--- config.mk ---
export PLATFORM = sky130hd
export DESIGN_NAME = seven_way_rr_arbiter
export DESIGN_NICKNAME = d
export VERILOG_FILES = /design/src/rtl/seven_way_rr_arbiter.sv
export SDC_FILE = /design/constraint.sdc
export NUM_CORES = 1
export LEC_CHECK = 0
export ABC_AREA = 1
export CORE_MARGIN = 5
export CORE_UTILIZATION = 57
export DETAILED_ROUTE_END_ITERATION = 6
export MAX_ROUTING_LAYER = met4
export PLACE_DENSITY = 0.81
export SLEW_MARGIN = 40
export SYNTH_ARGS = -nofsm -noshare
export SYNTH_HDL_FRONTEND = slang
export SYNTH_SLANG_ARGS = --single-unit
export TNS_END_PERCENT = 100
--- constraint.sdc ---
create_clock -name clk -period 3.3 [get_ports clk]
set_input_delay 0.66 -clock clk [delete_from_list [all_inputs] [get_ports clk]]
set_output_delay 0.66 -clock clk [all_outputs]
set_load 0.02 [all_outputs]
--- src/rtl/seven_way_rr_arbiter.sv ---
// Round-robin arbiter/sequencer driving the select of a 7:1 mux (codes 0..6 only).
// Optional forced tenure end after MAX_HOLD cycles when ARB_TIMEOUT_EN is defined.
module seven_way_rr_arbiter #(
  parameter int CNT_W    = 5,
  parameter int MAX_HOLD = 16
) (
  input  logic             clk,
  input  logic             reset,
  input  logic [6:0]       req,
  input  logic             done,
  output logic [6:0]       grant,
  output logic [2:0]       sel,
  output logic             busy,
  output logic [CNT_W-1:0] hold_cnt,
  output logic             timeout
);

  typedef enum logic [1:0] {IDLE, GRANT, TURN} state_t;

  state_t           state_reg, state_next;
  logic [6:0]       grant_reg, grant_next;
  logic [2:0]       sel_reg, sel_next;
  logic [2:0]       last_reg, last_next;
  logic [CNT_W-1:0] hold_reg, hold_next;
  logic             timeout_reg, timeout_next;

  logic [2:0] cand [7];
  logic [2:0] winner;
  logic       release_now;
  logic       force_release;

  // cand[gi] is the index visited gi+1 steps after the previous owner, modulo 7
  generate
    for (genvar gi = 0; gi < 7; gi++) begin : g_cand
      logic [3:0] sum;
      assign sum      = {1'b0, last_reg} + 4'(gi + 1);
      assign cand[gi] = (sum >= 4'd7) ? 3'(sum - 4'd7) : sum[2:0];
    end
  endgenerate

  always_comb begin
    winner = 3'd0;
    for (int i = 6; i >= 0; i--) begin
      if (req[cand[i]]) winner = cand[i];
    end
  end

  assign release_now = done | ~req[last_reg];

`ifdef ARB_TIMEOUT_EN
  assign force_release = ~release_now && (hold_reg == CNT_W'(MAX_HOLD - 1));
`else
  assign force_release = 1'b0;
`endif

  always_comb begin
    state_next   = state_reg;
    grant_next   = grant_reg;
    sel_next     = sel_reg;
    last_next    = last_reg;
    hold_next    = hold_reg;
    timeout_next = 1'b0;
    case (state_reg)
      IDLE: begin
        if (|req) begin
          state_next = GRANT;
          grant_next = 7'b0000001 << winner;
          sel_next   = winner;
          last_next  = winner;
          hold_next  = '0;
        end
      end
      GRANT: begin
        if (release_now || force_release) begin
          state_next   = TURN;
          grant_next   = '0;
          hold_next    = '0;
          timeout_next = force_release;
        end else if (hold_reg != {CNT_W{1'b1}}) begin
          hold_next = hold_reg + 1'b1;
        end
      end
      TURN:    state_next = IDLE;
      default: state_next = IDLE;
    endcase
  end

  always_ff @(posedge clk) begin
    if (reset) begin
      state_reg   <= IDLE;
      grant_reg   <= '0;
      sel_reg     <= 3'd0;
      last_reg    <= 3'd6;
      hold_reg    <= '0;
      timeout_reg <= 1'b0;
    end else begin
      state_reg   <= state_next;
      grant_reg   <= grant_next;
      sel_reg     <= sel_next;
      last_reg    <= last_next;
      hold_reg    <= hold_next;
      timeout_reg <= timeout_next;
    end
  end

  assign grant    = grant_reg;
  assign sel      = sel_reg;
  assign busy     = (state_reg == GRANT);
  assign hold_cnt = hold_reg;
  assign timeout  = timeout_reg;

endmodule

==> results_dict.tcl, run 1 <==
set metrics [dict create \
    required_ns 3.48 \
    row_count 22 \
    cts_buffer_depth 2 \
    synthArstFlopShare 0 \
    track_usage 0.254 \
    rsz0062_at_grt "false" \
    ios 27 \
    htreeDepth 1 \
    ys_top_cells_by_count "nand2_1 (122), inv_1 (49), nand3_1 (46)" \
    cp.depth 19 \
    gp_congestion 1.04 \
    hold_class "flop to flop" \
    grt_pass1_wl_um 10500 \
    vias 2593 \
    synth-seq-area-share 0.172 \
    cpMostUsedCell "nand2_1" \
    synth_area_mm2 0.00221 \
    routed_wl_um 6160 \
    drv_slew 0 \
    syn-instance-count 387 \
    dp_slack_ns 0.172 \
    fmax_mhz 342 \
    post_cts_buffers 0 \
    ctsRootBufferMaster "clkbuf_8" \
    synth_cell_types 35 \
    period_minus_slack_ns 2.92 \
    ys_ff_latch 19 \
    ant_nets 0 \
    clock_sinks 19 \
    die_w_um 72.3 \
    worstHoldStart "grant[6]" \
    slowest_delay_ns 0.44 \
    cp_cell_sequence "inv_2 -> ha_1 -> xnor2_2 -> inv_1 -> nand2_1 -> nand2_1 -> a21oi_1 -> nand2_1 -> nand2_1 -> nand2_1 -> nand2_1 -> nand2_1 -> nand2_1 -> nand2_1 -> nand2_1 -> nand2_1 -> o21ai_2 -> nand2_1 -> a21oi_1" \
    rrSetupSlack_ns 0.38 \
    antenna_found_initial 0 \
    grt-ovfl-total 0 \
    stdcell_count 465 \
    crit_path_start "last_reg[1]" \
    setup_viol 0 \
    crit_arrival_ns 3.10 \
    yosysMostFrequentCell "nand2_1" \
    coreArea_mm2 0.00372 \
    r2r_end "sel[1]" \
    setup_ws_ns 0.379 \
    critPathKind "flop to flop" \
    start_util 0.596 \
    fin_util 0.695 \
    path_max_fanout 9 \
    drt_first_pass_iters 5 \
    cts_buffers 3 \
    drive_gt1_frac 0.110 \
    critical-path-slowest-cell "ha_1" \
    largest_reg_flops 7 \
    rr_startpoint "last_reg[1]" \
    grt_max_degree 21 \
    grt_pass1_vias 2339 \
    insertion_delay_ns 0.25 \
    nets 442 \
    yosys-top-cells-area "nand2_1 (21%), dfxtp_1 (17%), nand3_1 (10%)" \
    seqCellArea_um2 384 \
    hold_viol 0 \
    die_h_um 72.3 \
    path_clk_slew_ns 0.07 \
    drtIter0Drc 247 \
    io_buffers 25 \
    yosys_most_used_dff "dfxtp_1" \
    diodes 0 \
    synth_top_area_share 0.207 \
    syn_nets 411 \
    multi_input_area_mm2 0.00157 \
    cp-endpoint "sel[1]" \
    wire_per_inst_um 13.2 \
    dieArea_mm2 0.00523 \
    fillers 340 \
    endpoint_kind "flop" \
    via_per_inst 5.58 \
    cp_num_buf_inv 2 \
    synth-edff-count 0 \
    min_period_over_period 0.885 \
    maxCapViolCount 0 \
    tritoncts "done" \
    cpLargestDelayFamily "simple AND/OR/NAND/NOR gates" \
    start_kind "flop" \
    rr_worst_depth 19 \
    post-place-cells 461 \
    drc 0 \
    finalClockSkew_ns 0.00211 \
    yosys_warnings 0 \
    dpl.hpwl_um 4880 \
    avgSynthCellArea_um2 5.72 \
    area_growth_pct 16.6 \
    status "completed" \
    synth_top_area_cell "nand2_1" \
    final.setup.tns_ns 0 \
]
-- worst register-to-register path, delay by kind of cell (launching register included) --
| kind | cells | cell delay (ns) |
|---|---|---|
| buf+inv | 2 | 0.25 |
| simple gates | 12 | 1.00 |
| compound gates | 3 | 0.44 |
| xor+xnor | 1 | 0.31 |
| flops | 1 | 0.43 |
| fa+ha+maj | 1 | 0.44 |
-- how the worst min path moves through the flow --
| stage | slack, ns | to | cells past startpoint |
|---|---|---|---|
| global route | 0.48 | grant[2] | 2 |
| finish | 0.46 | grant[6] | 2 |
| detailed placement | 0.45 | grant[1] | 2 |
| floorplan | 0.44 | state_reg[1] | 2 |
| global placement | 0.44 | grant[6] | 2 |
| CTS | 0.47 | grant[1] | 2 |
-- cell type report --
cell class,instances,share of cell area
multi-input cells,303,0.607
flip-flops and latches,19,0.149
inverters,59,0.0858
well taps,48,0.0233
repair buffers,32,0.117
clock buffers,4,0.0175
-- placed cells by master, fill, tap and decap left out, types with 2 or more instances in the layout --
master	Yosys	routed
nand2_2	7	7
a21oi_2	3	3
inv_1	49	48
nand3_1	46	46
inv_2	10	11
o211ai_1	7	7
dfxtp_1	19	16
nand3_2	2	2
nand2_1	122	122
nor4_1	2	2
clkbuf_8	0	3
nor2_1	27	27
buf_4	4	7
dfxtp_2	0	3
o21ai_0	22	21
clkdlybuf4s50_1	0	25
a21oi_1	21	21
nand4_1	3	3
ha_1	13	13
o21ai_1	8	9
o21ai_2	3	3
or2_2	2	2
nor3_1	2	2
-- per-layer routing --
metal,routed length [µm],vias to the layer above,global-route usage
li1,-,1319,-
met1,2800,1136,0.365
met2,2600,121,0.363
met3,657,17,0.0471
met4,106,0,0.0626
met5,0,-,-
-- kinds of logic (layout without fill, tap and decap cells) --
| group | after synthesis | count (layout) | synth area share |
|---|---|---|---|
| AO/OA/AOI/OAI | 71 | 71 | 0.195 |
| AND/OR/NAND/NOR | 216 | 216 | 0.421 |
| XOR/XNOR | 1 | 1 | 0.00735 |
| flip-flops | 19 | 19 | 0.172 |
| adder cells (fa/ha/maj) | 14 | 14 | 0.0825 |
| buffers and inverters | 65 | 95 | 0.120 |
| other | 1 | 1 | 0.00169 |
-- through the flow --
stage          hold WS, ns  area, µm²
2_1_floorplan        0.439       2210
3_3_place_gp         0.443       2530
3_5_place_dp         0.454       2530
4_1_cts              0.468       2580
5_1_grt              0.483       2580
6_report             0.462       2580
-- repair_timing --
item,4_1_cts,5_1_grt
setup endpoints to repair,0,12
resized for setup,0,5
hold buffers,0,0
Power of run 1 is left out: the tool's default activity adds up to more than one toggle a clock period on the data nets, which glitch-free logic cannot reach.
==> run 2: changes to the inputs <==
--- a/config.mk
+++ b/config.mk
@@ -6,6 +6,7 @@
 export NUM_CORES = 1
 export LEC_CHECK = 0
 export ABC_AREA = 1
+export CAP_MARGIN = 0
 export CORE_MARGIN = 5
 export CORE_UTILIZATION = 57
 export DETAILED_ROUTE_END_ITERATION = 6
==> results of run 2 <==
Final layout, timing and power as in run 1 (identical DEF).
Power of run 2 is left out for the same reason.
